$ cat src/rtl/instr_encoder.sv
// Program loader: packs opcode/register/field tuples into 16-bit words and writes
// them to consecutive instruction-memory addresses. Optional macro FIELD_CHECK_EN.
module instr_encoder #(
  parameter int unsigned ADDR_W    = 8,
  parameter bit          HALT_STOP = 1'b1
) (
  input  logic              clk,
  input  logic              rst_n,
  input  logic              start,
  input  logic [ADDR_W-1:0] base_addr,
  input  logic [ADDR_W-1:0] count,
  input  logic              in_valid,
  output logic              in_ready,
  input  logic [4:0]        in_op,
  input  logic [2:0]        in_rd,
  input  logic [3:0]        in_fa,
  input  logic [3:0]        in_fb,
  output logic              mem_we,
  output logic [ADDR_W-1:0] mem_addr,
  output logic [15:0]       mem_wdata,
  output logic              busy,
  output logic              done,
  output logic              err,
  output logic [ADDR_W-1:0] wr_count
);

  localparam int unsigned OP_W   = 5;
  localparam int unsigned WORD_W = 16;
  localparam logic [OP_W-1:0] OP_HALT    = 5'b11011;
  localparam logic [OP_W-1:0] OP_MAX_LEG = 5'b11011;

  typedef struct packed {
    logic [OP_W-1:0] op;
    logic [2:0]      rd;
    logic [3:0]      fa;
    logic [3:0]      fb;
  } instr_word_t;

  typedef enum logic [2:0] {
    S_IDLE   = 3'd0,
    S_ACCEPT = 3'd1,
    S_WRITE  = 3'd2,
    S_FIN    = 3'd3,
    S_ERR    = 3'd4
  } state_t;

  state_t              state_q, state_d;
  logic [ADDR_W-1:0]   addr_q, addr_d;
  logic [ADDR_W-1:0]   remaining_q, remaining_d;
  logic                halt_q, halt_d;

  logic                in_ready_d, mem_we_d, busy_d, done_d, err_d;
  logic [ADDR_W-1:0]   mem_addr_d, wr_count_d;
  logic [WORD_W-1:0]   mem_wdata_d;

  instr_word_t         word_c;
  logic                legal_c;

  // Opcode range check, plus optional register-field checks.
  always_comb begin
    word_c  = '{op: in_op, rd: in_rd, fa: in_fa, fb: in_fb};
    legal_c = (in_op <= OP_MAX_LEG);
`ifdef FIELD_CHECK_EN
    if ((in_op == 5'b10000) || ((in_op >= 5'b00011) && (in_op <= 5'b01001)))
      legal_c = legal_c && !in_fa[3] && !in_fb[3];
    if ((in_op >= 5'b01010) && (in_op <= 5'b01101))
      legal_c = legal_c && !in_fa[3];
`endif
  end

  // Next-state and next-output logic.
  always_comb begin
    state_d     = state_q;
    addr_d      = addr_q;
    remaining_d = remaining_q;
    halt_d      = halt_q;
    mem_addr_d  = mem_addr;
    mem_wdata_d = mem_wdata;
    wr_count_d  = wr_count;
    err_d       = err;
    done_d      = 1'b0;

    case (state_q)
      S_IDLE, S_ERR: begin
        if (start) begin
          err_d = 1'b0;
          if (count != '0) begin
            addr_d      = base_addr;
            remaining_d = count;
            wr_count_d  = '0;
            state_d     = S_ACCEPT;
          end else begin
            done_d  = 1'b1;
            state_d = S_IDLE;
          end
        end
      end
      S_ACCEPT: begin
        if (in_valid && in_ready) begin
          if (legal_c) begin
            mem_addr_d  = addr_q;
            mem_wdata_d = WORD_W'(word_c);
            halt_d      = (in_op == OP_HALT);
            state_d     = S_WRITE;
          end else begin
            err_d   = 1'b1;
            state_d = S_ERR;
          end
        end
      end
      S_WRITE: begin
        addr_d      = addr_q + ADDR_W'(1);
        remaining_d = remaining_q - ADDR_W'(1);
        wr_count_d  = wr_count + ADDR_W'(1);
        if ((remaining_q == ADDR_W'(1)) || (HALT_STOP && halt_q))
          state_d = S_FIN;
        else
          state_d = S_ACCEPT;
      end
      S_FIN: begin
        state_d = S_IDLE;
      end
      default: begin
        state_d = S_IDLE;
      end
    endcase

    // Registered outputs are decoded from the state being entered.
    in_ready_d = (state_d == S_ACCEPT);
    mem_we_d   = (state_d == S_WRITE);
    busy_d     = (state_d != S_IDLE) && (state_d != S_ERR);
    done_d     = done_d || (state_d == S_FIN);
  end

  always_ff @(posedge clk or negedge rst_n) begin
    if (!rst_n) begin
      state_q     <= S_IDLE;
      addr_q      <= '0;
      remaining_q <= '0;
      halt_q      <= 1'b0;
      in_ready    <= 1'b0;
      mem_we      <= 1'b0;
      mem_addr    <= '0;
      mem_wdata   <= '0;
      busy        <= 1'b0;
      done        <= 1'b0;
      err         <= 1'b0;
      wr_count    <= '0;
    end else begin
      state_q     <= state_d;
      addr_q      <= addr_d;
      remaining_q <= remaining_d;
      halt_q      <= halt_d;
      in_ready    <= in_ready_d;
      mem_we      <= mem_we_d;
      mem_addr    <= mem_addr_d;
      mem_wdata   <= mem_wdata_d;
      busy        <= busy_d;
      done        <= done_d;
      err         <= err_d;
      wr_count    <= wr_count_d;
    end
  end

endmodule

$ cat config.mk
export PLATFORM = sky130hd
export DESIGN_NAME = instr_encoder
export DESIGN_NICKNAME = d
export VERILOG_FILES = /design/src/rtl/instr_encoder.sv
export SDC_FILE = /design/constraint.sdc
export NUM_CORES = 1
export LEC_CHECK = 0
export CORE_UTILIZATION = 35
export CTS_BUF_LIST = sky130_fd_sc_hd__clkbuf_8 sky130_fd_sc_hd__clkbuf_16
export DETAILED_ROUTE_END_ITERATION = 12
export GPL_TIMING_DRIVEN = 0
export PLACE_DENSITY = 0.6
export SETUP_SLACK_MARGIN = 0.5
export SYNTH_ARGS = -nofsm -noshare
export SYNTH_HDL_FRONTEND = slang
export SYNTH_SLANG_ARGS = --single-unit
$ cat constraint.sdc
create_clock -name clk -period 1.8 [get_ports clk]
set_input_delay 0.18 -clock clk [delete_from_list [all_inputs] [get_ports clk]]
set_output_delay 0.18 -clock clk [all_outputs]
set_load 0.01 [all_outputs]
==> results.py, run 1 <==
metrics = {
    "floorplanning": {
        "die_x_um": 87.5,
        "ios": 73,
        "die_h_um": 87.5,
        "coreArea_mm2": 0.00694,
        "start_util_pct": 36.8,
        "rows": 30,
        "die_area_mm2": 0.00766,
    },
    "cts": {
        "cts_tree": "done",
        "clockRootBuffer": "clkbuf_8",
        "cts_buffers": 9,
        "clkTransAtPathRegs_ns": 0.07,
        "clock_sinks": 57,
        "clk_latency_ns": 0.34,
        "htreeDepth": 3,
        "clock_path_buffers": 2,
    },
    "yosys": {
        "netlist_area_mm2": 0.00256,
        "yosysTopAreaCell": "dfrtp_1",
        "synth_seq_area_share_pct": 55.7,
        "netlist_top_cells_count": "dfrtp_1 (57), mux2_2 (21), nor2_1 (19)",
        "ys_types": 46,
        "synth_compound_area_share_pct": 11.1,
        "syn_avg_cell_area_um2": 11.5,
        "ys_async_sr_fraction_pct": 100,
        "synthCells": 222,
        "syn_nets": 262,
        "synth_top_area_share_pct": 55.7,
        "synth_warnings": 0,
        "synth_enable_flop_cells": 0,
        "synth-seq-cells": 57,
        "netlist_top_cells_area": "dfrtp_1 (56%), mux2_2 (9.2%), nor2_1 (2.8%)",
        "synthSimpleGateAreaFrac_pct": 16.8,
        "synthMuxAreaShare_pct": 9.24,
        "ys.flop_type": "dfrtp_1",
        "synth_top_family_by_area": "simple AND/OR/NAND/NOR gates",
        "yosysMostFrequentCell": "dfrtp_1",
        "synth-adder-area-share_pct": 1.96,
        "synth_xor_area_share_pct": 2.40,
    },
    "global_routing": {
        "grtUsageTotal_pct": 19.1,
        "grt_overflow_total": 0,
        "grt_pass1_wl_um": 10900,
        "grt_antenna_before_repair": 0,
        "grt_max_degree": 38,
        "grt_pass1_vias": 2272,
    },
    "sta": {
        "post-route-period-util_pct": 91.7,
        "grt_setup_unrepaired": "yes",
        "max_freq_mhz": 606,
        "holdWs_ns": 0.294,
        "drv_slew": 0,
        "setup_ws_ns": 0.149,
        "setup_viol": 0,
        "relSlewSlack_pct": 67.5,
        "tns_ns": 0,
        "fin_worst_skew_ns": 0.00888,
        "worst_pin_slew_ns": 0.487,
        "hold_viol": 0,
        "fin_crit_ns": 1.65,
    },
    "placed_design": {
        "portBuffers": 72,
        "dp_hpwl_um": 4100,
        "place_congestion": 0.791,
        "placed_cell_area_mm2": 0.00351,
        "dpl_worst_slack_ns": -0.205,
    },
    "drt": {
        "first_iter_violations": 86,
        "ant_nets": 0,
        "drt-total-wl_um": 6690,
        "dr.pass1.iters": 4,
        "viasPerCell": 4.99,
        "vias": 2224,
        "wl_per_cell_um": 15.0,
        "drc_errors": 0,
    },
    "min_path": {
        "hp-class": "input port to register",
        "holdPathStages": 3,
        "holdPathEnd": "remaining_q[3]$_DFFE_PN0P_",
        "min_from": "count[3]",
    },
    "power": {
        "power_density_mw_per_mm2": 1470,
        "leakagePower_uw": 0.00200,
        "p_seq_share_pct": 34.8,
        "power.internal_uw": 4210,
        "comb_power_share_pct": 46.3,
        "clkPwrFrac_pct": 19.0,
        "switchingPower_uw": 2210,
        "swShare_pct": 34.5,
        "ir_worst_vdd_v": 0.000863,
    },
    "critical_path": {
        "worstRegToRegCells": 6,
        "max_stage_delay_ns": 0.39,
        "r2r-end": "addr_q[7]$_DFFE_PN0P_",
        "end_kind": "register",
        "cp_max_fo": 6,
        "r2r_slack_ns": 0.15,
        "criticalPathCategory": "register to register",
        "cp_data_arrival_time_ns": 1.92,
        "crit_path_top_delay_cell": "or4_1",
        "crit_required_ns": 2.07,
        "critPathLaunchType": "register",
        "reg2reg_from": "state_q[0]$_DFF_PN0_",
        "crit_chain": "buf_6 > or3b_4 > buf_8 > or4_1 > nand2_1 > a221o_2",
    },
    "finish": {
        "area_growth_pct": 70.4,
        "antenna_cells": 0,
        "final_util_pct": 62.8,
        "drive_gt1_share_pct": 36.3,
        "fin_nets": 385,
        "design_area_mm2": 0.00436,
    },
    "outcome": {
        "status": "finished clean",
    },
    "job": {
        "maxCapViolCount": 0,
    },
}
==> critical path, delay by kind of cell, from the launching register on <==
family / cells / cell delay, ns
compound gates: 1 / 0.10
simple gates: 3 / 0.85
buf+inv: 2 / 0.27
flops: 1 / 0.37
==> routing by layer <==
metal / global-route usage [%] / part of all wire [%] / vias up
li1: - / - / 1061
met1: 24.2 / 44 / 1076
met2: 30.0 / 47 / 72
met3: 5.21 / 6.7 / 15
met4: 9.39 / 2.6 / 0
met5: 0 / 0 / -
==> power by group through the flow <==
stage	clock, µW	sequential (µW)	combinational, µW
finish	1220	2230	2970
floorplan	0	2310	1220
global placement	0	2220	2320
detailed placement	0	2230	2350
CTS	1240	2210	2870
global route	1300	2310	3230
==> placed cells by master (no fill, tap or decap), types with 3 or more instances in the layout <==
cell type | netlist | final
nor3_4 | 0 | 3
clkdlybuf4s50_1 | 0 | 32
inv_1 | 5 | 5
o21ai_1 | 0 | 3
o211ai_1 | 4 | 4
a31oi_1 | 3 | 3
buf_8 | 0 | 5
buf_4 | 1 | 21
and3_1 | 4 | 4
nand3_2 | 0 | 3
dfrtp_1 | 57 | 53
nor2_4 | 0 | 5
buf_6 | 1 | 16
a221o_1 | 5 | 5
nor2_1 | 19 | 13
nand3_1 | 10 | 7
o22a_1 | 3 | 3
a21oi_1 | 6 | 5
dlygate4sd2_1 | 0 | 38
nand2_1 | 15 | 13
clkbuf_8 | 0 | 11
o21ai_2 | 0 | 5
clkinvlp_4 | 0 | 3
mux2_4 | 0 | 21
xor2_1 | 6 | 3
ha_1 | 4 | 4
nand4_1 | 9 | 9
dfrtp_2 | 0 | 4
==> layout make-up <==
cell class	count	area (µm²)
timing repair buffer	112	1080
multi-input combinational	151	1380
tap	96	120
fill	565	2580
buffer	9	134
clock inverter	6	66.3
inverter	5	18.8
clock buffer	10	138
sequential	57	1430
==> worst max-delay path by stage <==
stage / startpoint / depth (start not counted) / to / slack [ns]
after floorplan: state_q[0]$_DFF_PN0_ / 6 / addr_q[5]$_DFFE_PN0P_ / 0.20
after global placement: rst_n / 1 / wr_count[5]$_DFFE_PN0P_ / -1.33
after detailed placement: start / 6 / remaining_q[3]$_DFFE_PN0P_ / -0.21
after CTS: state_q[0]$_DFF_PN0_ / 6 / addr_q[7]$_DFFE_PN0P_ / 0.14
after global routing: state_q[2]$_DFF_PN0_ / 7 / remaining_q[6]$_DFFE_PN0P_ / 0.03
final: state_q[0]$_DFF_PN0_ / 6 / addr_q[7]$_DFFE_PN0P_ / 0.15
==> sequential cells by signal, summed over array words and instances (netlist names), 3 cells and up <==
name         flops
mem_wdata       16
addr_q           8
mem_addr         8
remaining_q      8
wr_count         8
state_q          3
==> cell families after synthesis <==
kind of cell | count (synthesis)
fa+ha+maj | 4
simple gates | 79
mux | 21
flops | 57
xor+xnor | 7
compound gates | 40
buf+inv | 14
==> repair_timing <==
item                                    in CTS  in global routing
hold endpoints to repair                    20                  0
resized for setup                          104                 24
pin swaps                                   17                  6
endpoints found under the setup margin      92                 56
cloned                                       4                  0
buffers inserted                            28                  6
hold buffers                                 1                  0
==> through the flow <==
step                power (µW)  instances
CTS                       6330        440
global placement          4540        390
global route              6840        446
detailed placement        4580        391
finish                    6420        446
floorplan                 3530        222
Note: power is estimated with default switching activity, not from simulation.
==> run 2: changes to the inputs <==
--- a/config.mk
+++ b/config.mk
@@ -8,8 +8,9 @@
 export CORE_UTILIZATION = 35
 export CTS_BUF_LIST = sky130_fd_sc_hd__clkbuf_8 sky130_fd_sc_hd__clkbuf_16
 export DETAILED_ROUTE_END_ITERATION = 12
+export DONT_BUFFER_PORTS = 1
 export GPL_TIMING_DRIVEN = 0
-export PLACE_DENSITY = 0.6
+export PLACE_DENSITY = 0.47
 export SETUP_SLACK_MARGIN = 0.5
 export SYNTH_ARGS = -nofsm -noshare
 export SYNTH_HDL_FRONTEND = slang
==> results.py, run 2 (synthesized netlist as in run 1, its figures left out) <==
metrics = {
    "critical_path": {
        "max_stage_delay_ns": 0.38,
        "crit_chain": "buf_6 > or3b_4 > buf_8 > buf_12 > nor3_4 > nor3_2 > a211oi_2",
        "cp_max_fo": 6,
        "cp_data_arrival_time_ns": 1.91,
        "r2r_slack_ns": 0.14,
        "crit_start": "state_q[0]$_DFF_PN0_",
        "reg2reg_from": "state_q[0]$_DFF_PN0_",
        "crit_path_top_delay_cell": "or3b_4",
        "criticalPathCategory": "register to register",
        "critPathLaunchType": "register",
        "end_kind": "register",
        "crit_required_ns": 2.05,
    },
    "power": {
        "ir_worst_vdd_v": 0.000823,
        "leakagePower_uw": 0.00175,
        "power_density_mw_per_mm2": 1550,
    },
    "sta": {
        "setup_ws_ns": 0.141,
        "max_freq_mhz": 603,
        "fin_crit_ns": 1.66,
        "fin_worst_skew_ns": 0.00584,
        "drv_slew": 0,
        "tns_ns": 0,
        "setup_viol": 0,
        "worst_pin_slew_ns": 0.643,
        "grt_setup_unrepaired": "yes",
        "holdWs_ns": -0.459,
        "relSlewSlack_pct": 56.8,
        "post-route-period-util_pct": 92.2,
        "hold_viol": 57,
    },
    "floorplanning": {
        "rows": 30,
        "die_area_mm2": 0.00766,
        "start_util_pct": 36.8,
        "die_h_um": 87.5,
        "die_x_um": 87.5,
        "coreArea_mm2": 0.00694,
        "ios": 73,
    },
    "cts": {
        "clock_sinks": 57,
        "clock_path_buffers": 2,
        "htreeDepth": 3,
        "hold_buffers": 28,
        "clockRootBuffer": "clkbuf_8",
        "clkTransAtPathRegs_ns": 0.07,
        "clk_latency_ns": 0.33,
        "cts_tree": "done",
        "cts_buffers": 9,
    },
    "finish": {
        "fillers": 571,
        "final_common_cell": "dfrtp_1",
        "largest-register": "mem_wdata",
        "largest_register_ffs": 16,
        "drive_gt1_share_pct": 41.3,
        "antenna_cells": 0,
        "design_area_mm2": 0.00399,
        "area_growth_pct": 55.8,
        "final_cell_mix": "dfrtp_1 (55), dlygate4sd3_1 (28), buf_6 (23)",
        "final_util_pct": 57.4,
        "fin_nets": 345,
    },
    "min_path": {
        "hp-class": "input port to async pin",
    },
    "placed_design": {
        "dp_hpwl_um": 3810,
        "portBuffers": 0,
        "placed_cell_area_mm2": 0.00278,
        "dpl_worst_slack_ns": -0.161,
        "place_congestion": 0.708,
    },
    "global_routing": {
        "grtUsageTotal_pct": 18.7,
        "grt_overflow_total": 0,
        "grt_pass1_vias": 2234,
        "grt_pass1_wl_um": 10600,
        "grt_max_degree": 58,
        "grt_antenna_before_repair": 0,
    },
    "drt": {
        "ant_nets": 0,
        "drt-total-wl_um": 6700,
        "dr.pass1.iters": 4,
        "drc_errors": 0,
        "wl_per_cell_um": 16.5,
        "first_iter_violations": 62,
        "vias": 2070,
        "viasPerCell": 5.10,
    },
    "job": {
        "maxCapViolCount": 0,
    },
    "outcome": {
        "violations": "hold timing",
        "status": "finished, violations left",
    },
}
-- run 2: final timing paths --
kind / end / cells after the start
setup / recovery: addr_q[4]$_DFFE_PN0P_ / 7
hold / removal: wr_count[5]$_DFFE_PN0P_ / 0
setup reg to reg: addr_q[4]$_DFFE_PN0P_ / 7
hold reg to reg: remaining_q[7]$_DFFE_PN0P_ / 1
max in group asynchronous: state_q[1]$_DFF_PN0_ / 0
min in group clk: addr_q[2]$_DFFE_PN0P_ / 2
-- run 2: what timing repair did --
action	in CTS	in global routing
resized for setup	53	36
cloned	2	1
endpoints found under the setup margin	55	54
hold endpoints to repair	85	57
buffers inserted	30	11
pin swaps	16	19
-- run 2: final cells by class --
cell class | count | area [µm²] | share of cell area (%)
inverters | 5 | 18.8 | 0.471
well taps | 96 | 120 | 3.01
repair buffers | 72 | 758 | 19.0
clock buffers | 10 | 138 | 3.45
plain buffers | 9 | 153 | 3.83
multi-input cells | 151 | 1310 | 32.9
clock inverters | 6 | 58.8 | 1.47
flip-flops and latches | 57 | 1430 | 35.8
-- run 2: where the power goes --
group          leakage, µW  total, µW  internal, µW  switching [µW]
clock network    0.0000995       1180           666             517
logic             0.000952       2530          1590             942
registers         0.000702       2460          1810             649
-- run 2: through the flow --
step	total power, µW	instances
2_1_floorplan	3530	222
3_3_place_gp	3870	318
3_5_place_dp	3890	318
4_1_cts	5880	394
5_1_grt	6570	406
6_report	6180	406
-- run 2: layer usage --
metal  wire length (µm)  track usage (%)  vias to the layer above  share of wire, %
met3                394             4.74                       13               5.9
li1                   -                -                      979                 -
met2               3210             29.8                       68                48
met1               2930             22.6                     1010                44
met4                160             11.8                        0               2.4
met5                  0                0                        -                 0
-- run 2: worst max-delay path: cells and delay by family (launching register included) --
family	cells	cell delay, ns
and+or+nand+nor	3	0.63
buffers and inverters	3	0.40
AOI/OAI and AO/OA	1	0.18
DFF	1	0.37
==> patch (settings of run 1) <==
Reset style: synchronous (`rst_n`), changed in one clocked block.
--- a/src/rtl/instr_encoder.sv
+++ b/src/rtl/instr_encoder.sv
@@ -132,7 +132,7 @@
     done_d     = done_d || (state_d == S_FIN);
   end
 
-  always_ff @(posedge clk or negedge rst_n) begin
+  always_ff @(posedge clk) begin
     if (!rst_n) begin
       state_q     <= S_IDLE;
       addr_q      <= '0;
Check against the original RTL: differs if rst_n is asserted again (counterexample within 4 cycles, from zero or initial values and one cycle with rst_n low); with rst_n held inactive, the same outputs for 10 cycles.
==> patch against run 1 <==
- critical path depth increased by 2
- cell area increased by 5.6%
- core utilization increased by 3.9 points
- count of clock-buffer cells in the layout unchanged
- setup slack improved by 0.063 ns
- critical path type unchanged
- routed wire length increased by 22%
- area after synthesis decreased by 0.49%
- worst hold slack got worse by 0.089 ns
- sequential cell count unchanged
- synthesized cell count increased by 29%
- non-clock buffer count increased by 4
- sequential share of layout area decreased by 7.8 points
Power is not compared: it rests on default switching activity, and its combinational part moved more than twofold at a synthesized area within 25%.
==> patch: results (changes against run 1) <==
metric,value,unit,change
status,completed,,unchanged
crit_family,buffers and inverters,,was simple AND/OR/NAND/NOR gates
grt_usage,21.3,%,was 19.1%
synth_fa_ha_area_share,1.97,%,was 1.96%
top_register,mem_wdata,,unchanged
cp_max_fo,7,,was 6
rr_worst_depth,8,,was 6
hold_slack,0.204,ns,was 0.294 ns
port_buffers,71,,was 72
skew,0.00767,ns,was 0.00888 ns
synth_compound_area_share,21.0,%,was 11.1%
max_stage_delay,0.32,ns,was 0.39 ns
drt_iter0_drc,142,,was 86
gp_congestion,0.807,,was 0.791
vias,2572,,"was 2,224"
min_from,rst_n,,was count[3]
syn_inst,287,,was 222
grt_pass1_wl,12200,um,"was 10,900 um"
multi_input_area_share,37.4,%,was 31.5%
async_reset_ff_share,0,%,was 100%
routedWlPerCell,16.1,um,was 15.0 um
ys_seq_area_share,44.8,%,was 55.7%
met2_usage,34.7,%,was 30.0%
crit_path_top_delay_cell,dfxtp_2,,was or4_1
placed_cells,454,,was 391
grt_use_met1,26.5,%,was 24.2%
hpwl,4890,um,was 4100 um
grt_pass1_vias,2506,,"was 2,272"
synth_xor_area_share,2.41,%,was 2.40%
whs_endpoint,remaining_q[0],,was remaining_q[3]
cp-startpoint,state_q[0],,unchanged
grt_max_degree,11,,was 38
drive_gt1_share,34.3,%,was 36.3%
setup_ws,0.212,ns,was 0.149 ns
nNonClkBuffers,125,,was 121
synth.mux.area_fraction,0,%,was 9.24%
multi_input_gates,208,,was 151
wirelength,8160,um,was 6690 um
detailedPlace.worstSlack,-0.325,ns,was -0.205 ns
num-fill-cells,605,,was 565
syn_nets,327,,was 262
max_slew.worst_pin.slew,0.604,ns,was 0.487 ns
clkCellAreaFrac,5.30,%,was 4.68%
place_area,0.00347,sq mm,was 0.00351 sq mm
cp.arrival,1.81,ns,was 1.92 ns
-- patch: cell types whose count changed after synthesis, moves of 6 or more --
| cell | run 1 | this run |
|---|---|---|
| mux2_2 | 21 | 0 |
| nand3_1 | 10 | 16 |
| a21oi_1 | 6 | 16 |
| nor2_1 | 19 | 9 |
| clkbuf_1 | 1 | 8 |
| dfxtp_1 | 0 | 57 |
| a21boi_0 | 0 | 20 |
| dfrtp_1 | 57 | 0 |
| nand2_1 | 15 | 56 |
-- patch: power by group --
group	internal, W	switching [W]	total [W]
clock network	0.000950	0.000528	0.00148
logic	0.000310	0.000239	0.000549
registers	0.00131	0.0000501	0.00136
-- patch: repair_timing --
action | in CTS | in global routing
resized for setup | 111 | 65
buffers inserted | 25 | 5
endpoints found under the setup margin | 93 | 57
pin swaps | 20 | 28
cloned | 6 | 1
-- patch: per-layer routing --
layer  share of wire (%)  vias up
li1                    -     1269
met1                  44     1205
met2                  47       85
met3                 6.5       13
met4                 1.9        0
met5                   0        -
